<file path="src/rtl/eco32_bus_pkg.sv">
// Shared definitions for the eco32 bus: arbiter state encoding, transfer size
// codes and the data value returned when the watchdog terminates a transfer.
package eco32_bus_pkg;

    typedef enum logic [1:0] {
        IDLE   = 2'b00,
        GRANT0 = 2'b01,
        GRANT1 = 2'b10
    } arb_state_t;

    localparam logic [1:0]  SIZE_BYTE    = 2'b00;
    localparam logic [1:0]  SIZE_HALF    = 2'b01;
    localparam logic [1:0]  SIZE_WORD    = 2'b10;

    localparam logic [31:0] TIMEOUT_DATA = 32'h0000_0000;

endpackage

</file>
<file path="src/rtl/bus_arbiter.sv">
// Round-robin arbiter between the CPU (master 0) and the disk DMA engine
// (master 1), with a watchdog that force-completes stalled transfers.
module bus_arbiter
    import eco32_bus_pkg::*;
#(
    parameter int TIMEOUT_CYCLES = 255
) (
    input  logic        clk,
    input  logic        reset,
    input  logic        m0_en,
    input  logic        m0_wr,
    input  logic [1:0]  m0_size,
    input  logic [31:0] m0_addr,
    input  logic [31:0] m0_data_out,
    output logic [31:0] m0_data_in,
    output logic        m0_wt,
    input  logic        m1_en,
    input  logic        m1_wr,
    input  logic [1:0]  m1_size,
    input  logic [31:0] m1_addr,
    input  logic [31:0] m1_data_out,
    output logic [31:0] m1_data_in,
    output logic        m1_wt,
    output logic        bus_en,
    output logic        bus_wr,
    output logic [1:0]  bus_size,
    output logic [31:0] bus_addr,
    output logic [31:0] bus_data_out,
    input  logic [31:0] bus_data_in,
    input  logic        bus_wt,
    output logic        bus_timeout,
    output logic [1:0]  grant
);

    localparam int              CNT_W    = $clog2(TIMEOUT_CYCLES + 1);
    localparam logic [CNT_W-1:0] CNT_LAST = CNT_W'(TIMEOUT_CYCLES - 1);

    arb_state_t       state, state_next;
    logic             last, last_next;
    logic [CNT_W-1:0] cnt, cnt_next;

    logic             sel_en;
    logic             sel_wr;
    logic [1:0]       sel_size;
    logic [31:0]      sel_addr;
    logic [31:0]      sel_data;
    logic             hit;
    logic             done;

    always_ff @(posedge clk or posedge reset) begin
        if (reset) begin
            state <= IDLE;
            last  <= 1'b1;
            cnt   <= '0;
            grant <= 2'b00;
        end else begin
            state <= state_next;
            last  <= last_next;
            cnt   <= cnt_next;
            grant <= {state_next == GRANT1, state_next == GRANT0};
        end
    end

    always_comb begin
        sel_en   = m0_en;
        sel_wr   = m0_wr;
        sel_size = m0_size;
        sel_addr = m0_addr;
        sel_data = m0_data_out;
        if (state == GRANT1) begin
            sel_en   = m1_en;
            sel_wr   = m1_wr;
            sel_size = m1_size;
            sel_addr = m1_addr;
            sel_data = m1_data_out;
        end
    end

    // A watchdog hit masquerades as a zero-wait completion with zeroed read data.
    always_comb begin
        bus_en       = 1'b0;
        bus_wr       = 1'b0;
        bus_size     = 2'b00;
        bus_addr     = 32'h0;
        bus_data_out = 32'h0;
        m0_wt        = 1'b1;
        m1_wt        = 1'b1;
        m0_data_in   = 32'h0;
        m1_data_in   = 32'h0;
        bus_timeout  = 1'b0;
        hit          = 1'b0;
        done         = 1'b0;
        if (state != IDLE) begin
            bus_en       = sel_en;
            bus_wr       = sel_wr;
            bus_size     = sel_size;
            bus_addr     = sel_addr;
            bus_data_out = sel_data;
            hit          = sel_en && bus_wt && (cnt == CNT_LAST);
            done         = sel_en && (!bus_wt || hit);
            bus_timeout  = hit;
            if (state == GRANT0) begin
                m0_wt      = bus_wt && !hit;
                m0_data_in = hit ? TIMEOUT_DATA : bus_data_in;
            end else begin
                m1_wt      = bus_wt && !hit;
                m1_data_in = hit ? TIMEOUT_DATA : bus_data_in;
            end
        end
    end

    // Completion hands straight over to a waiting peer, so alternation has no bubble.
    always_comb begin
        state_next = state;
        last_next  = last;
        case (state)
            IDLE: begin
                if (m0_en && m1_en) begin
                    state_next = last ? GRANT0 : GRANT1;
                end else if (m0_en) begin
                    state_next = GRANT0;
                end else if (m1_en) begin
                    state_next = GRANT1;
                end
            end
            GRANT0: begin
                if (!m0_en) begin
                    state_next = IDLE;
                end else if (done) begin
                    last_next  = 1'b0;
                    state_next = m1_en ? GRANT1 : IDLE;
                end
            end
            GRANT1: begin
                if (!m1_en) begin
                    state_next = IDLE;
                end else if (done) begin
                    last_next  = 1'b1;
                    state_next = m0_en ? GRANT0 : IDLE;
                end
            end
            default: state_next = IDLE;
        endcase

        cnt_next = cnt;
        if (state_next != state) begin
            cnt_next = '0;
        end else if (state != IDLE && bus_wt) begin
            cnt_next = cnt + 1'b1;
        end
    end

endmodule

</file>
<file path="config.mk">
export PLATFORM = sky130hd
export DESIGN_NAME = bus_arbiter
export DESIGN_NICKNAME = d
export VERILOG_FILES = /design/src/rtl/eco32_bus_pkg.sv /design/src/rtl/bus_arbiter.sv
export SDC_FILE = /design/constraint.sdc
export NUM_CORES = 1
export LEC_CHECK = 0
export ABC_AREA = 1
export BUFFER_PORTS_ARGS = -buffer_cell sky130_fd_sc_hd__buf_2
export CAP_MARGIN = 5
export CELL_PAD_IN_SITES_DETAIL_PLACEMENT = 1
export CELL_PAD_IN_SITES_GLOBAL_PLACEMENT = 1
export CORE_UTILIZATION = 15
export CTS_CLUSTER_SIZE = 40
export DETAILED_ROUTE_END_ITERATION = 10
export GPL_TIMING_DRIVEN = 1
export MAX_ROUTING_LAYER = met4
export PLACE_DENSITY = 0.88
export REMOVE_ABC_BUFFERS = 1
export SLEW_MARGIN = 40
export SYNTH_ARGS = -nofsm -noshare
export SYNTH_HDL_FRONTEND = slang
export SYNTH_SLANG_ARGS = --single-unit
</file>
<file path="constraint.sdc">
create_clock -name clk -period 1.63 [get_ports clk]
set_input_delay 0.326 -clock clk [delete_from_list [all_inputs] [get_ports clk]]
set_output_delay 0.326 -clock clk [all_outputs]
set_load 0.05 [all_outputs]
</file>
==> flow_summary.json, run 1 <==
{
  "final_area_um2": 8130,
  "routed_wl_um": 23700,
  "synth.top_cell.area_share": 0.324,
  "setup_tns_ns": -52.43,
  "start_util": 0.154,
  "hold_viol_final": 0,
  "hold_path_class": "input pin to asynchronous set/reset pin",
  "syn_inst": 428,
  "clockPowerShare": 0.027,
  "synth_largest_area_cell": "nand2_1",
  "cts_buffer_depth": 2,
  "synth_compound_area_frac": 0.0216,
  "place_inst": 923,
  "synth_top_family_by_area": "simple AND/OR/NAND/NOR gates",
  "tightest_slew_ns": 0.562,
  "reg2reg_slack_ns": -0.30,
  "ys_types": 28,
  "start_kind": "register",
  "fin_util": 0.585,
  "clk_latency_ns": 0.25,
  "period_share": 1.33,
  "grt_usage": 0.255,
  "power.density_nw_per_um2": 2140,
  "grt_pass1_wl_um": 28000,
  "ys_seq_elements": 13,
  "dpl.hpwl_um": 11100,
  "ys.flop_type": "dfrtp_1",
  "max_freq_mhz": 460,
  "final_nets": 973,
  "switching_share": 0.569,
  "status": "finished with violations",
  "synth-seq-area-share": 0.152,
  "endpoint_kind": "output pin",
  "ys_warn_count": 0,
  "port_buffers": 307,
  "ctsHtreeMaxLevel": 1,
  "yosysMostFrequentCell": "nand2_1",
  "ctsHoldBuffers": 0,
  "clkSinkCount": 13,
  "dieArea_um2": 14800,
  "synth_area_per_cell_um2": 5.00,
  "cp_max_fo": 8,
  "ios": 308,
  "place_ws_ns": -0.435,
  "cts.reportedPaths.clkPinSlew_ns": 0.05,
  "rr_worst_depth": 11,
  "via_per_inst": 4.93,
  "cts_made_buffers": 3,
  "pwr-share-seq": 0.030,
  "rr_startpoint": "state[1]",
  "grt_pass1_vias": 5155,
  "vdd_drop_max_mv": 0.776,
  "placementRows": 43,
  "drt_iter0_drc": 218,
  "wl_per_cell_um": 24.0,
  "slew_viol_final": 0,
  "syn_area_um2": 2140,
  "vias": 4860,
  "cts_tree": "done",
  "synth_fa_ha_area_frac": 0.0117,
  "synthArstFlopShare": 1.00,
  "multiInputGateArea_um2": 3290,
  "maxSlewHeadroom": 0.625,
  "synth_commonest_cells": "185 x nand2_1, 74 x nor2_1, 72 x nand3_1, 20 x clkbuf_1, 12 x dfrtp_1",
  "place.gp.congestion": 0.866,
  "setup_viol": 145,
  "post_route_cells_drive_above_1_share": 0.845,
  "cap_violations": 0,
  "min_period_ns": 2.18,
  "finClkSkew_ns": 0.00727,
  "worst_slack_ns": -0.546,
  "placed_area_um2": 4180,
  "synth.area.top_cells": "nand2_1 32%, nand3_1 17%, dfrtp_1 14%, nor2_1 13%, clkbuf_1 3.5%",
  "switchingPower_mw": 9.90,
  "overflow": 0,
  "p_leak_nw": 3.86,
  "drt_pass1_iterations": 6,
  "die_w_um": 122,
  "violations": "negative setup slack",
  "seq_area_um2": 329,
  "cp-endpoint": "m0_data_in[20]",
  "critPathLaunch": "cnt[0]",
  "grt_max_degree": 33,
  "syn2layout_area_growth_pct": 279,
  "combPwrFrac": 0.943,
  "drc_errors": 0,
  "fillerInstances": 1503,
  "critPathKind": "register to output pin",
  "rsz0062_at_grt": "yes",
  "antenna_found_initial": 6,
  "drtAntennaViolNets": 0,
  "cts-root-buf": "clkbuf_16",
  "synth_edf_count": 0,
  "worstReg2RegEnd": "cnt[1]",
  "cp_data_required_time_ns": 1.30,
  "arrival_ns": 1.85,
  "die-height_um": 122,
  "synth.area.mux_share": 0,
  "synth-simple-area-share": 0.702,
  "synthXorXnorAreaFrac": 0.0245,
  "final_cells": 986,
  "core-area_um2": 13900,
  "internal_power_mw": 7.51
}
[through the flow]
step	power (mW)	hold slack, ns
6_report	17.4	0.130
3_5_place_dp	9.22	0.392
4_1_cts	14.2	0.135
2_1_floorplan	6.60	0.202
5_1_grt	17.9	0.180
3_3_place_gp	9.11	0.373
[critical path, stage by stage (launching register included)]
cell,delay [ns]
dfrtp_1,0.37
inv_2,0.06
ha_4,0.16
inv_4,0.06
nor3_4,0.04
nand4_1,0.09
buf_6,0.18
clkbuf_16,0.19
nand2_2,0.07
nor2_1,0.17
buf_6,0.19
[cells by family after synthesis]
family	count (synthesis)
fa+ha+maj	2
buf+inv	45
flops	13
simple gates	356
xor+xnor	6
compound gates	6
[how the worst min path moves through the flow]
| stage | endpoint | slack (ns) | start |
|---|---|---|---|
| floorplan | cnt[0] | 0.20 | reset |
| global placement | grant[1] | 0.37 | reset |
| detailed placement | cnt[6] | 0.39 | reset |
| CTS | cnt[0] | 0.14 | reset |
| global route | cnt[7] | 0.18 | reset |
| finish | cnt[7] | 0.13 | reset |
[state kept, by name, summed over array words and instances (netlist names)]
name,count
last,1
grant,2
cnt,8
state,2
[cell type report]
type | count | share of cell area
Timing Repair Buffer | 399 | 0.507
Multi-Input combinational cell | 370 | 0.405
Sequential cell | 13 | 0.0405
Tap cell | 180 | 0.0277
Clock buffer | 4 | 0.00970
Inverter | 13 | 0.00785
Antenna cell | 7 | 0.00216
[routing by layer]
metal  vias up  global-route usage  share of wire
met2       302               0.494           0.54
li1       2111                   -              -
met5         -                   -              0
met3        83              0.0381          0.063
met4         0              0.0887          0.048
met1      2364               0.256           0.35
[cells in the final DEF, fill, tap and decap left out, types with 28 or more instances in the layout]
cell type,count
buf_2,172
buf_6,84
nand2_2,75
nand2_4,67
buf_8,67
nand3_4,47
nor2_1,45
nand2_1,40
buf_4,29
nor2_2,28
[repair_timing]
item | 4_1_cts | 5_1_grt
resized for setup | 456 | 345
pin swaps | 42 | 92
setup endpoints to repair | 143 | 148
buffers inserted | 29 | 9
gates cloned | 15 | 12
[power groups by stage]
stage | combinational (mW) | sequential [mW] | clock (mW)
finish | 16.4 | 0.517 | 0.478
global route | 16.9 | 0.522 | 0.501
CTS | 13.2 | 0.497 | 0.478
detailed placement | 8.73 | 0.488 | 0
global placement | 8.62 | 0.487 | 0
floorplan | 5.76 | 0.840 | 0
(Power assumes the default switching activity.)
==> run 2, diff against run 1 <==
- SKIP_CTS_REPAIR_TIMING: not set -> 1
==> run 2 against run 1 <==
The flow still finishes with violations (negative setup slack). Count of clock-buffer cells in the layout did not move. Power fell by 9.4%. Sequential power barely moved. Critical path type unchanged. Flip-flop and latch count did not move. First-iteration DRC count fell by 4.6%. Core utilization fell by 6.4 points.
==> flow_summary.json, run 2 (synthesis gave the netlist of run 1 again) <==
{
  "status": "finished with violations",
  "violations": "negative setup slack",
  "max_freq_mhz": 459,
  "place_ws_ns": -0.435,
  "p_total_mw": 15.8,
  "critPathKind": "register to output pin",
  "via_per_inst": 4.77,
  "min_period_ns": 2.18,
  "hold_path_class": "input pin to asynchronous set/reset pin",
  "core-area_um2": 13900,
  "ios": 308,
  "rsz0062_at_grt": "yes",
  "multiInputGateArea_um2": 2670,
  "drt_pass1_iterations": 4,
  "crit_slowest_cell": "dfrtp_1",
  "endpoint_kind": "output pin",
  "seq_area_um2": 329,
  "arrival_ns": 1.85,
  "syn2layout_area_growth_pct": 238,
  "grt_max_degree": 46,
  "crit_chain": "inv_2 > ha_4 > inv_2 > nor3_4 > nand4_1 > buf_6 > clkbuf_16 > nand2_1 > nor2_1 > buf_6",
  "drc_errors": 0,
  "drtAntennaViolNets": 0,
  "critPathTopFamily": "buffers and inverters",
  "wl_per_cell_um": 22.1,
  "cts_tree": "done",
  "hold_viol_final": 0,
  "die_w_um": 122,
  "cts_made_buffers": 3,
  "routed_wl_um": 21700,
  "setup_viol": 146,
  "vdd_drop_max_mv": 0.936,
  "p_leak_nw": 3.55,
  "grt_usage": 0.175,
  "largest_register_ffs": 8,
  "largest-register": "cnt",
  "dpl.hpwl_um": 11100,
  "reg_top3": "cnt: 8 flops, grant: 2 flops, state: 2 flops",
  "fillerInstances": 1606,
  "worst_slack_ns": -0.549,
  "slowest_delay_ns": 0.40,
  "ctsHtreeMaxLevel": 1,
  "dieArea_um2": 14800,
  "placementRows": 43,
  "clkSinkCount": 13,
  "die-height_um": 122,
  "slew_viol_final": 0,
  "cts-root-buf": "clkbuf_16",
  "cp_data_required_time_ns": 1.30,
  "clk_latency_ns": 0.25,
  "cap_violations": 0,
  "place.gp.congestion": 0.866,
  "maxSlewHeadroom": 0.643,
  "period_share": 1.34,
  "finClkSkew_ns": 0.00707,
  "layout_commonest_cell": "buf_2",
  "antenna_found_initial": 2,
  "post_route_cells_drive_above_1_share": 0.780,
  "power.density_nw_per_um2": 2180,
  "start_kind": "register",
  "grt_pass1_vias": 4175,
  "overflow": 0,
  "cp_max_fo": 8,
  "drt_iter0_drc": 208,
  "port_buffers": 307,
  "cts_buffer_depth": 2,
  "final_nets": 971,
  "tightest_slew_ns": 0.534,
  "path_buf_inv": 5,
  "grt_pass1_wl_um": 20000,
  "vias": 4670,
  "start_util": 0.154,
  "cts.reportedPaths.clkPinSlew_ns": 0.05,
  "final_cell_mix": "172 x buf_2, 88 x buf_6, 86 x nand2_1"
}
==> run 2: per-layer routing <==
layer,track usage,routed length [µm],vias up
li1,-,-,2091
met2,0.334,11600,275
met4,0.0394,844,0
met1,0.189,7720,2246
met3,0.0254,1470,58
met5,-,0,-
==> run 2: worst reg2reg max path, cell delays in order (launching register included) <==
cell	delay, ns
dfrtp_1	0.40
inv_2	0.09
ha_4	0.13
inv_2	0.05
nor2_1	0.11
nand2_1	0.12
a21oi_4	0.23
nand2_2	0.10
nand2_2	0.09
nand4_1	0.09
nand2_1	0.11
nand2_4	0.12
nor2_2	0.13
==> run 2: path summary, 6_finish.rpt <==
check	cells after the start	end	from	slack (ns)
max	10	m0_data_in[11]	cnt[0]	-0.55
min	2	cnt[7]	reset	0.11
max reg2reg	12	cnt[0]	cnt[0]	-0.22
min reg2reg	2	last	last	0.56
max in group asynchronous	2	state[0]	reset	1.13
min in group clk	2	last	last	0.56
==> run 2: power by group <==
group          total [mW]  internal (mW)  leakage (nW)  switching [mW]
registers           0.518          0.417         0.170           0.100
clock network       0.483          0.331        0.0382           0.152
logic                14.8           5.92          3.34            8.85
total                15.8           6.67          3.55            9.10
==> run 2: through the flow <==
step           hold slack (ns)  setup TNS [ns]  utilization  instance area (µm²)  cells
6_report                 0.110          -48.88        0.521                 7230    980
5_1_grt                  0.172          -55.84        0.521                 7230    980
2_1_floorplan            0.202         -271.80            -                 2010    396
3_5_place_dp             0.392          -33.99        0.301                 4180    923
3_3_place_gp             0.373          -28.29        0.301                 4180    923
4_1_cts                  0.135          -71.74        0.307                 4260    927
==> run 2: layout make-up <==
cell class                 count  area share
tap                          180      0.0311
timing repair buffer         397       0.535
multi-input combinational    370       0.369
sequential                    13      0.0455
antenna                        3     0.00104
clock buffer                   4      0.0109
inverter                      13     0.00779
==> run 3, diff against run 2 <==
- CORE_ASPECT_RATIO: not set -> 0.9
- CORE_MARGIN: not set -> 3
==> run 3 against run 2 <==
The run still ends with negative setup slack left. Global-route usage increased by 0.30 points. Cell count decreased by 0.61%. Power decreased by 11%. Sequential power about the same. Sequential share of layout area increased by 0.46 points. Flip-flop and latch count unchanged. Clock skew decreased by 0.0034 ns. Combinational power decreased by 12%. Final area decreased by 9.2%. Critical endpoint is now m1_data_in[17]. Largest cell class unchanged. Largest power group unchanged.
==> flow_summary.json, run 3 (synthesis gave the netlist of run 1 again) <==
{
  "drt_pass1_iterations": 4,
  "reg_top3": "cnt: 8 flops, grant: 2 flops, state: 2 flops",
  "placed_area_um2": 4180,
  "cts_tree": "done",
  "finClkSkew_ns": 0.00369,
  "core-area_um2": 13700,
  "rsz0062_at_grt": "yes",
  "overflow": 0,
  "ios": 308,
  "setup_viol": 145,
  "cap_violations": 0,
  "hold_viol_final": 0,
  "dpl.hpwl_um": 12400,
  "grt_max_degree": 61,
  "placementRows": 40,
  "vdd_drop_max_mv": 1.06,
  "place.gp.congestion": 0.915,
  "port_buffers": 307,
  "vias": 4555,
  "syn2layout_area_growth_pct": 207,
  "cp_data_required_time_ns": 1.30,
  "status": "finished with violations",
  "max_freq_mhz": 444,
  "via_per_inst": 4.68,
  "power.density_nw_per_um2": 2130,
  "arrival_ns": 1.93,
  "setup_tns_ns": -49.32,
  "drt_iter0_drc": 205,
  "p_total_mw": 14.0,
  "drtAntennaViolNets": 0,
  "p_leak_nw": 3.34,
  "drc_errors": 0,
  "grt_usage": 0.178,
  "maxSlewHeadroom": 0.642,
  "grt_pass1_vias": 4296,
  "wl_per_cell_um": 21.6,
  "start_kind": "register",
  "layout_commonest_cell": "buf_2",
  "clk_latency_ns": 0.25,
  "post_route_cells_drive_above_1_share": 0.720,
  "dieArea_um2": 15800,
  "rr_startpoint": "state[1]",
  "violations": "negative setup slack",
  "hold_path_class": "input pin to asynchronous set/reset pin",
  "cts.reportedPaths.clkPinSlew_ns": 0.05,
  "place_inst": 939,
  "period_share": 1.38,
  "min_period_ns": 2.25,
  "start_util": 0.157,
  "endpoint_kind": "output pin",
  "cts-root-buf": "clkbuf_16",
  "largest-register": "cnt",
  "routed_wl_um": 21100,
  "critPathKind": "register to output pin",
  "die_w_um": 132,
  "grt_pass1_wl_um": 22300,
  "ctsHtreeMaxLevel": 1,
  "largest_register_ffs": 8,
  "final_nets": 957,
  "clkSinkCount": 13,
  "antenna_found_initial": 2,
  "cp_max_fo": 8,
  "critPathLaunch": "cnt[1]",
  "final_cell_mix": "172 x buf_2, 107 x nand2_1, 106 x buf_6",
  "slew_viol_final": 0,
  "die-height_um": 119,
  "final_cells": 974,
  "final_area_um2": 6570,
  "tightest_slew_ns": 0.537,
  "worst_slack_ns": -0.622,
  "cts_buffer_depth": 2,
  "place_ws_ns": -0.549,
  "cts_made_buffers": 3
}
[run 3: cell type report]
cell class	instances	area, µm²
multi-input combinational	370	2430
fill	1663	7090
sequential	13	329
clock buffer	4	78.8
inverter	13	56.3
antenna	2	5.00
tap	189	236
timing repair buffer	383	3430
[run 3: worst paths after layout]
path / endpoint / slack (ns) / cells after the start
min in group clk: last / 0.52 / 2
hold reg to reg: last / 0.52 / 2
hold / removal: cnt[5] / 0.11 / 2
max in group asynchronous: state[0] / 1.13 / 2
setup / recovery: m1_data_in[17] / -0.62 / 10
setup reg to reg: cnt[4] / -0.22 / 9
[run 3: per-layer routing]
layer | wire, µm | up-vias | GRT usage
li1 | - | 2060 | -
met1 | 7540 | 2188 | 0.192
met2 | 11500 | 258 | 0.349
met3 | 1360 | 49 | 0.0270
met4 | 668 | 0 | 0.0289
met5 | 0 | - | -
[run 3: critical path, cell delays in order (launching register included)]
cell and delay [ns]:
dfrtp_1 0.42, ha_4 0.18, inv_2 0.07, nor3_4 0.05
nand4_1 0.10, buf_6 0.14, buf_12 0.16, buf_8 0.14
nand2_4 0.05, nor2_1 0.16, buf_6 0.19
[run 3: power by group]
part | internal (mW) | switching [mW]
clock | 0.331 | 0.150
sequential | 0.418 | 0.0974
combinational | 4.80 | 8.21
[run 3: through the flow]
stage,util,hold slack (ns)
3_3_place_gp,0.306,0.389
2_1_floorplan,-,0.202
6_report,0.481,0.108
5_1_grt,0.481,0.166
4_1_cts,0.311,0.120
3_5_place_dp,0.306,0.387
